File: config.mk
export PLATFORM = sky130hd
export DESIGN_NAME = ahbl_apb_bridge_gen2
export DESIGN_NICKNAME = d
export VERILOG_FILES = /design/src/rtl/ahbl_apb_bridge_gen2.sv
export SDC_FILE = /design/constraint.sdc
export NUM_CORES = 1
export LEC_CHECK = 0
export CAP_MARGIN = 15
export CORE_MARGIN = 2
export CORE_UTILIZATION = 40
export DETAILED_ROUTE_END_ITERATION = 10
export PLACE_DENSITY = 0.76
export REMOVE_ABC_BUFFERS = 1
export SYNTH_ARGS = -nofsm -noshare
export SYNTH_HDL_FRONTEND = slang
export SYNTH_SLANG_ARGS = --single-unit
File: constraint.sdc
create_clock -name HCLK -period 11.2 [get_ports HCLK]
set_input_delay 3.36 -clock HCLK [delete_from_list [all_inputs] [get_ports HCLK]]
set_output_delay 3.36 -clock HCLK [all_outputs]
set_load 0.02 [all_outputs]
File: src/rtl/ahbl_apb_bridge_gen2.sv
// AHB-Lite to APB bridge: one APB transfer per AHB transfer, slot-decoded PSEL,
// two-cycle AHB error response for bad slots, PSLVERR and APB wait timeouts.
module ahbl_apb_bridge_gen2 #(
    parameter int NUM_SLAVES = 16,
    parameter int ADDR_WIDTH = 32,
    parameter int SEL_LSB    = 24,
    parameter int TIMEOUT    = 256
) (
    input  logic                  HCLK,
    input  logic                  HRESET,
    input  logic                  HSEL,
    input  logic [ADDR_WIDTH-1:0] HADDR,
    input  logic                  HWRITE,
    input  logic [1:0]            HTRANS,
    input  logic [31:0]           HWDATA,
    input  logic                  HREADYIN,
    output logic                  HREADYOUT,
    output logic [31:0]           HRDATA,
    output logic                  HRESP,
    output logic [NUM_SLAVES-1:0] PSEL,
    output logic [ADDR_WIDTH-1:0] PADDR,
    output logic                  PWRITE,
    output logic                  PENABLE,
    output logic [31:0]           PWDATA,
    input  logic [31:0]           PRDATA,
    input  logic                  PREADY,
    input  logic                  PSLVERR
);

    localparam int CNT_W = (TIMEOUT > 0) ? $clog2(TIMEOUT + 1) : 1;

    typedef enum logic [2:0] {IDLE, LATCH, SETUP, ACCESS, ERR1, ERR2} state_t;

    state_t                  state_q;
    logic [NUM_SLAVES-1:0]   psel_q;
    logic                    penable_q;
    logic                    pwrite_q;
    logic [ADDR_WIDTH-1:0]   paddr_q;
    logic [31:0]             pwdata_q;
    logic [31:0]             hrdata_q;
    logic                    hresp_q;
    logic                    hreadyout_q;
    logic [CNT_W-1:0]        wait_q;
    logic [CNT_W-1:0]        wait_d;

    logic                    accept;
    logic [3:0]              slot;
    logic                    slot_bad;
    logic [NUM_SLAVES-1:0]   slot_dec;
    logic                    timeout_hit;

    function automatic logic [CNT_W-1:0] sat_inc(input logic [CNT_W-1:0] v);
        return (v == {CNT_W{1'b1}}) ? v : v + 1'b1;
    endfunction

    assign accept      = HSEL && HREADYIN && (HTRANS == 2'b10 || HTRANS == 2'b11);
    assign slot        = paddr_q[SEL_LSB+3:SEL_LSB];
    assign slot_bad    = {1'b0, slot} >= 5'(NUM_SLAVES);
    assign wait_d      = sat_inc(wait_q);
    assign timeout_hit = (TIMEOUT != 0) && (32'(wait_d) >= 32'(TIMEOUT));

    always_comb begin
        slot_dec = '0;
        for (int i = 0; i < NUM_SLAVES; i++) begin
            slot_dec[i] = (slot == 4'(i));
        end
    end

    always_ff @(posedge HCLK or posedge HRESET) begin
        if (HRESET) begin
            state_q     <= IDLE;
            psel_q      <= '0;
            penable_q   <= 1'b0;
            pwrite_q    <= 1'b0;
            paddr_q     <= '0;
            pwdata_q    <= '0;
            hrdata_q    <= '0;
            hresp_q     <= 1'b0;
            hreadyout_q <= 1'b1;
            wait_q      <= '0;
        end else begin
            case (state_q)
                IDLE, ERR2: begin
                    hresp_q <= 1'b0;
                    if (accept) begin
                        paddr_q     <= HADDR;
                        pwrite_q    <= HWRITE;
                        hreadyout_q <= 1'b0;
                        state_q     <= LATCH;
                    end else begin
                        hreadyout_q <= 1'b1;
                        state_q     <= IDLE;
                    end
                end
                LATCH: begin
                    if (pwrite_q) pwdata_q <= HWDATA;
                    // Out-of-range slots never touch the APB side.
                    if (slot_bad) begin
                        hresp_q <= 1'b1;
                        state_q <= ERR1;
                    end else begin
                        psel_q  <= slot_dec;
                        wait_q  <= '0;
                        state_q <= SETUP;
                    end
                end
                SETUP: begin
                    penable_q <= 1'b1;
                    state_q   <= ACCESS;
                end
                ACCESS: begin
                    // PREADY is checked first so completion beats a coinciding timeout.
                    if (PREADY) begin
                        psel_q    <= '0;
                        penable_q <= 1'b0;
                        if (PSLVERR) begin
                            hresp_q <= 1'b1;
                            state_q <= ERR1;
                        end else begin
                            if (!pwrite_q) hrdata_q <= PRDATA;
                            hreadyout_q <= 1'b1;
                            state_q     <= IDLE;
                        end
                    end else begin
                        wait_q <= wait_d;
                        if (timeout_hit) begin
                            psel_q    <= '0;
                            penable_q <= 1'b0;
                            hresp_q   <= 1'b1;
                            state_q   <= ERR1;
                        end
                    end
                end
                ERR1: begin
                    hreadyout_q <= 1'b1;
                    hresp_q     <= 1'b1;
                    state_q     <= ERR2;
                end
                default: begin
                    hreadyout_q <= 1'b1;
                    hresp_q     <= 1'b0;
                    state_q     <= IDLE;
                end
            endcase
        end
    end

    assign HREADYOUT = hreadyout_q;
    assign HRDATA    = hrdata_q;
    assign HRESP     = hresp_q;
    assign PSEL      = psel_q;
    assign PADDR     = paddr_q;
    assign PWRITE    = pwrite_q;
    assign PENABLE   = penable_q;
    assign PWDATA    = pwdata_q;

endmodule

### After elaboration in Yosys (flattened, before gate mapping)

Cells that the tools add are included.
Widths: inputs -> output; s select.

* equality and inequality tests: 28
* reduce and logical (&&, ||, !) cells: 17
* $lt $le $gt $ge: 1
* add/sub/neg operators: 1
* muxes and demuxes: 22
* bitwise gates (word level): 3

Operators with widths (number)
* $eq 4x4->1 const B: 8
* $mux 16: 2
* $pmux 16 s2: 1
* $mux 9: 2
* $pmux 9 s2: 1
* $eq 4x3->1 const B: 4
* $pmux 3 s5: 1
* $reduce_and 2->1: 5
* $add 9x1->9 const B: 1
* $eq 9x9->1 const B: 1
* $ge 9x9->1 const B: 1
* $mux 1: 9
* $mux 3: 3
* $eq 4x2->1 const B: 2
* $eq 3x2->1 const B: 2
* $eq 3x3->1 const B: 2
* $ne 2x2->1 const B: 3
* $ne 3x3->1 const B: 2
* $pmux 1 s3: 2
* $reduce_and 3->1: 2
* $eq 2x2->1 const B: 2
* $eq 4x1->1 const B: 1
* $logic_not 4->1: 1
* $reduce_and 4->1: 1
* 8 further kinds: 13

* logic and storage cells: 82
* output and inout bits: 116
* input bits: 105
* bits in registers: 128

### Longest topological paths before layout

* depth in word-level cells: 6
* depth in mapped cells: 7
* mapped depth without buffers: 5

### Worst setup path before layout

Ideal clock, no wire load.

* path kind: input port to flip-flop
* start point: input HTRANS[1]
* end point: register paddr_q[10] (netlist: PADDR[10])
* setup slack: 6.702 ns
* data arrival time: 4.374 ns
* required time: 11.075 ns
* stages on the path: 4
* setup time: 0.125 ns
* path buffers: 1
* path through: nand4b_1 > nor3_4 > buf_6 > mux2_2

* longest elaborated chain between the ends: 4
* elaborated cells between the ends (all ways): 5
* classes of those cells: eq/ne: 2; reduce/logical: 3

Ends and longest elaborated chain
* from (decl): RTL line 14 `input logic [1:0] HTRANS,`
* $eq 2x2->1: RTL line 56 `assign accept = HSEL && HREADYIN && (HTRANS == 2'b10 || HTRANS == 2'b11);`
* $logic_or 1x1->1 (*): RTL line 56
* $logic_and 1x1->1 (*): RTL line 56
* $reduce_and 2->1 (no line) (*)
* to (signal assigned): RTL line 75 `paddr_q <= '0;`
* to (signal assigned): RTL line 86 `paddr_q <= HADDR;`
* to (decl): RTL line 38 `logic [ADDR_WIDTH-1:0] paddr_q;`

Mark *: on every way between the ends. The rest lies on a longest branch, timed or not.
A chain may end at the register's enable or synchronous reset.

### Final worst setup path

* start point: register paddr_q[26] (netlist: PADDR[26])
* end point: output PADDR[26]

RTL lines
* to (decl): RTL line 21 `output logic [ADDR_WIDTH-1:0] PADDR,`

No word-level cell between the ends.

==> report_table.html <==
<table>
<tr><th>Metric</th><th>Value</th></tr>
<tr><th colspan="2">Routing</th></tr>
<tr><td>Routed Antenna Nets</td><td>0</td></tr>
<tr><td>Drt wl/cell</td><td>~16 µm</td></tr>
<tr><td>First-pass iteration count of the detailed router</td><td>4</td></tr>
<tr><td>Number of DRC violations after detailed-routing iteration 0</td><td>between 150 and 200</td></tr>
<tr><td>Routed wire length</td><td>12.3 mm</td></tr>
<tr><td>Detailed-route DRC error count</td><td>0</td></tr>
<tr><td>Vias</td><td>~3.7k</td></tr>
<tr><td>Average via count per standard cell</td><td>4.83</td></tr>
<tr><th colspan="2">Setup path</th></tr>
<tr><td>Critical path buffer and inverter count</td><td>1</td></tr>
<tr><td>Launching instance or port of the critical path</td><td>PADDR[26]$_DFFE_PP0P_</td></tr>
<tr><td>Startpoint kind of the worst setup timing path</td><td>register</td></tr>
<tr><td>Crit. path cell count</td><td>1</td></tr>
<tr><td>Critical-path top delay cell</td><td>sky130_fd_sc_hd__clkdlybuf4s50_1</td></tr>
<tr><td>Critical Path End Type</td><td>primary output</td></tr>
<tr><td>Class of the most critical setup path</td><td>reg -&gt; out</td></tr>
<tr><td>Critical R2R Capture</td><td>PWDATA[25]$_DFFE_PP0P_</td></tr>
<tr><td>Worst reg-to-reg path cell count</td><td>5</td></tr>
<tr><td>Longest individual stage delay on the worst path</td><td>between 0.6 and 0.7 ns</td></tr>
<tr><td>Crit Reg-Reg Startpoint</td><td>state_q[2]$_DFFE_PP0P_</td></tr>
<tr><td>CP max FO</td><td>11</td></tr>
<tr><td>Crit path capture</td><td>PADDR[26]</td></tr>
<tr><td>Crit path arrival time</td><td>around 1.6 ns</td></tr>
<tr><td>Crit-path leading delay family</td><td>buffers and inverters</td></tr>
<tr><td>Data required time of the critical path</td><td>just under 8 ns</td></tr>
<tr><td>List of cells traversed by the critical path</td><td>clkdlybuf4s50_1</td></tr>
<tr><td>Setup slack of the worst register-to-register path</td><td>slightly below 9 ns</td></tr>
<tr><th colspan="2">Clocking</th></tr>
<tr><td>Count of hold-fix buffers inserted at cts</td><td>0</td></tr>
<tr><td>PostCTS Resize Cnt</td><td>0</td></tr>
<tr><td>Total clock sinks</td><td>about 130</td></tr>
<tr><td>Maximum buffer depth of the clock tree</td><td>2</td></tr>
<tr><td>Clk_lat worst skew</td><td>approximately 0.42 ns</td></tr>
<tr><td>Setup fix buffers added after clock tree synthesis</td><td>0</td></tr>
<tr><td>Total clock buffers created by CTS</td><td>17</td></tr>
<tr><td>Root Buffer</td><td>sky130_fd_sc_hd__clkbuf_16</td></tr>
<tr><td>CTS clk-pin slew, worst paths</td><td>about 0.05 ns</td></tr>
<tr><td>H-tree level count</td><td>4</td></tr>
<tr><td>TritonCTS clock tree</td><td>yes</td></tr>
<tr><th colspan="2">Synth</th></tr>
<tr><td>Number of distinct library cells after synthesis</td><td>44</td></tr>
<tr><td>Count of yosys warnings during synthesis</td><td>0</td></tr>
<tr><td>Synthesized instance count</td><td>between 300 and 400</td></tr>
<tr><td>Most used flip-flop cell after synthesis</td><td>sky130_fd_sc_hd__dfrtp_1</td></tr>
<tr><td>Asr flop ratio synth</td><td>1.00</td></tr>
<tr><td>Count of flip-flops with a built-in enable after synthesis</td><td>0</td></tr>
<tr><td>Number of synthesized register bits</td><td>128</td></tr>
<tr><td>Mapped Area</td><td>~5000 µm²</td></tr>
<tr><td>Average size of a mapped cell</td><td>14.7 µm²</td></tr>
<tr><td>Share of the yosys chip area belonging to registers</td><td>0.629</td></tr>
<tr><th colspan="2">Pwr</th></tr>
<tr><td>Share of power burned in registers</td><td>0.337</td></tr>
<tr><td>Internal Power</td><td>about 0.0016 W</td></tr>
<tr><td>Maximum vdd ir drop</td><td>between 0.00015 and 0.0002 V</td></tr>
<tr><td>LEAKAGE</td><td>3.35 nW</td></tr>
<tr><td>Clk network pwr share</td><td>0.230</td></tr>
<tr><td>Power density over cell area</td><td>297 nW/µm²</td></tr>
<tr><td>Switching power summed over all nets</td><td>0.000810 W</td></tr>
<tr><td>Switching power as a share of total power</td><td>0.341</td></tr>
<tr><td>Fraction of power consumed by combinational cells</td><td>0.433</td></tr>
<tr><th colspan="2">STA</th></tr>
<tr><td>RSZ-0062 raised after global routing</td><td>false</td></tr>
<tr><td>Share of the clock period used by the worst path after layout</td><td>0.445</td></tr>
<tr><td>Final-report max-slew violation count</td><td>0</td></tr>
<tr><td>Final clock skew</td><td>between 0.01 and 0.015 ns</td></tr>
<tr><td>Hold WS</td><td>0.480 ns</td></tr>
<tr><td>Hold violation total from the final report</td><td>0</td></tr>
<tr><td>Setup TNS</td><td>0 ns</td></tr>
<tr><td>Total of endpoints with negative setup slack in the final report</td><td>0</td></tr>
<tr><td>Max transition margin</td><td>0.431</td></tr>
<tr><td>Actual slew at the worst max-slew pin</td><td>approximately 0.85 ns</td></tr>
<tr><td>Final worst setup slack</td><td>6.22 ns</td></tr>
<tr><td>Top achievable clock speed</td><td>approximately 200 MHz</td></tr>
<tr><td>Final worst path period need</td><td>between 4 and 5 ns</td></tr>
<tr><th colspan="2">Layout</th></tr>
<tr><td>Ant. Diodes</td><td>0</td></tr>
<tr><td>Net count of the finished layout</td><td>about 680</td></tr>
<tr><td>Layout cell share with drive strength beyond 1</td><td>0.178</td></tr>
<tr><td>Layout Cell Area excl Fill</td><td>between 7000 and 8000 µm²</td></tr>
<tr><td>Most common cell after layout, fill and taps aside</td><td>sky130_fd_sc_hd__clkdlybuf4s50_1</td></tr>
<tr><td>Fraction of the core area covered by cells at the end of the flow</td><td>0.639</td></tr>
<tr><td>Area Overhead vs Synth</td><td>56.9%</td></tr>
<tr><td>Highest-count cells in the layout ignoring fill and taps</td><td>219 x sky130_fd_sc_hd__clkdlybuf4s50_1, 127 x sky130_fd_sc_hd__dfrtp_1, 66 x sky130_fd_sc_hd__mux2_2</td></tr>
<tr><th colspan="2">Place</th></tr>
<tr><td>Detailed placer's ending HPWL</td><td>between 8 and 9 mm</td></tr>
<tr><td>Post-placement worst setup slack</td><td>between 5 and 6 ns</td></tr>
<tr><td>Port buffer count</td><td>~220</td></tr>
<tr><td>Routability-driven placement congestion ratio</td><td>around 0.84</td></tr>
<tr><td>Placed instance area</td><td>approximately 7400 µm²</td></tr>
<tr><th colspan="2">Global route</th></tr>
<tr><td>Via count of the first global-routing pass</td><td>about 3.8k</td></tr>
<tr><td>Initial antenna violation count</td><td>0</td></tr>
<tr><td>First-pass GRT wire length</td><td>18.6 mm</td></tr>
<tr><td>Total routing resource utilization after global routing</td><td>0.181</td></tr>
<tr><td>Leftover overflow at the end of global routing</td><td>0</td></tr>
<tr><td>Largest net degree at the start of global routing</td><td>slightly below 70</td></tr>
<tr><th colspan="2">Floorplan</th></tr>
<tr><td>DIE WIDTH</td><td>117 µm</td></tr>
<tr><td>Site row count</td><td>a little over 40</td></tr>
<tr><td># IOs</td><td>221</td></tr>
<tr><td>Core area</td><td>approximately 13000 µm²</td></tr>
<tr><td>Initial Utilization</td><td>0.407</td></tr>
<tr><td>Die Span Y</td><td>between 100 and 150 µm</td></tr>
<tr><td>Die footprint</td><td>approximately 14000 µm²</td></tr>
<tr><th colspan="2">Flow run</th></tr>
<tr><td>Max-cap check violation count</td><td>0</td></tr>
<tr><th colspan="2">Status</th></tr>
<tr><td>Status</td><td>complete, no violations</td></tr>
<tr><th colspan="2">Hold path</th></tr>
<tr><td>Class of the most critical hold timing path</td><td>reg -&gt; reg</td></tr>
</table>
-- synthesized netlist by cell type (2+ instances only) --
cell type / count / area (µm²)
sky130_fd_sc_hd__clkbuf_1: 2 / 7.51
sky130_fd_sc_hd__o31ai_1: 2 / 15.0
sky130_fd_sc_hd__inv_1: 4 / 15.0
sky130_fd_sc_hd__a22o_1: 6 / 52.6
sky130_fd_sc_hd__nand2b_1: 7 / 43.8
sky130_fd_sc_hd__nand3_1: 8 / 40.0
sky130_fd_sc_hd__a32o_1: 2 / 20.0
sky130_fd_sc_hd__nor2b_1: 4 / 25.0
sky130_fd_sc_hd__nand2_1: 9 / 33.8
sky130_fd_sc_hd__mux2_1: 31 / 349
sky130_fd_sc_hd__mux2_2: 66 / 743
sky130_fd_sc_hd__and3_1: 2 / 12.5
sky130_fd_sc_hd__o2bb2ai_1: 8 / 70.1
sky130_fd_sc_hd__o21ai_0: 7 / 35.0
sky130_fd_sc_hd__nor3_1: 5 / 25.0
sky130_fd_sc_hd__mux2i_1: 2 / 20.0
sky130_fd_sc_hd__buf_1: 2 / 7.51
sky130_fd_sc_hd__nor4_1: 2 / 12.5
sky130_fd_sc_hd__or4_1: 3 / 22.5
sky130_fd_sc_hd__dfrtp_1: 127 / 3180
sky130_fd_sc_hd__nor2_1: 9 / 33.8
sky130_fd_sc_hd__a21oi_1: 7 / 35.0
sky130_fd_sc_hd__buf_2: 5 / 25.0
sky130_fd_sc_hd__buf_6: 7 / 78.8
-- worst reg2reg max path: cells and delay by family, from the launching register on --
family / cells / cell delay (ns)
buffers and inverters: 1 / 0.37
DFF: 1 / 0.45
muxes: 1 / 0.41
and+or+nand+nor: 3 / 1.12
-- registers in the layout, indices dropped and copies added, names as in the netlist --
name,cells
PENABLE,1
PADDR,32
HRDATA,32
HRESP,1
PSEL,16
PWRITE,1
state_q,3
wait_q,9
HREADYOUT,1
PWDATA,32
-- final cells by class --
class,count,area [µm²]
clock buffers,27,513
clock inverters,5,75.1
fillers,992,4520
inverters,4,17.5
multi-input cells,198,1750
flip-flops and latches,128,3200
well taps,172,215
repair buffers,223,2220
-- logic make-up (layout without fill, tap and decap cells) --
logic type | count (synthesis) | after routing | share of synthesized area
flops | 128 | 128 | 0.629
mux | 99 | 99 | 0.218
compound gates | 37 | 37 | 0.0530
simple gates | 61 | 61 | 0.0695
buf+inv | 21 | 259 | 0.0278
fa+ha+maj | 1 | 1 | 0.00246
-- routing by layer --
layer | global-route usage | share of wire
met3 | 0.0860 | 0.092
met4 | 0.0769 | 0.019
met5 | 0 | 0
met2 | 0.306 | 0.52
met1 | 0.197 | 0.37
-- how the worst min path moves through the flow --
stage	startpoint	endpoint	slack [ns]	cells after the start
4_1_cts	PWDATA[28]$_DFFE_PP0P_	PWDATA[28]$_DFFE_PP0P_	0.49	1
3_3_place_gp	PWDATA[22]$_DFFE_PP0P_	PWDATA[22]$_DFFE_PP0P_	0.47	1
5_1_grt	PWDATA[28]$_DFFE_PP0P_	PWDATA[28]$_DFFE_PP0P_	0.49	1
6_report	PWDATA[28]$_DFFE_PP0P_	PWDATA[28]$_DFFE_PP0P_	0.48	1
2_1_floorplan	wait_q[5]$_DFFE_PP0P_	wait_q[5]$_DFFE_PP0P_	0.51	2
3_5_place_dp	PWDATA[28]$_DFFE_PP0P_	PWDATA[28]$_DFFE_PP0P_	0.47	1
-- through the flow --
stage | power [W] | cells
CTS | 0.00241 | 757
global placement | 0.00181 | 725
finish | 0.00238 | 757
global route | 0.00250 | 757
detailed placement | 0.00185 | 725
floorplan | 0.00131 | 330
-- power groups by stage --
| stage | sequential [W] | combinational (W) | clock [W] |
|---|---|---|---|
| 6_report | 0.000801 | 0.00103 | 0.000546 |
| 5_1_grt | 0.000830 | 0.00109 | 0.000576 |
| 4_1_cts | 0.000804 | 0.00104 | 0.000557 |
| 3_5_place_dp | 0.000810 | 0.00104 | 0 |
| 3_3_place_gp | 0.000797 | 0.00102 | 0 |
| 2_1_floorplan | 0.00103 | 0.000280 | 0 |
No activity file was read; power rests on OpenSTA's default activity.
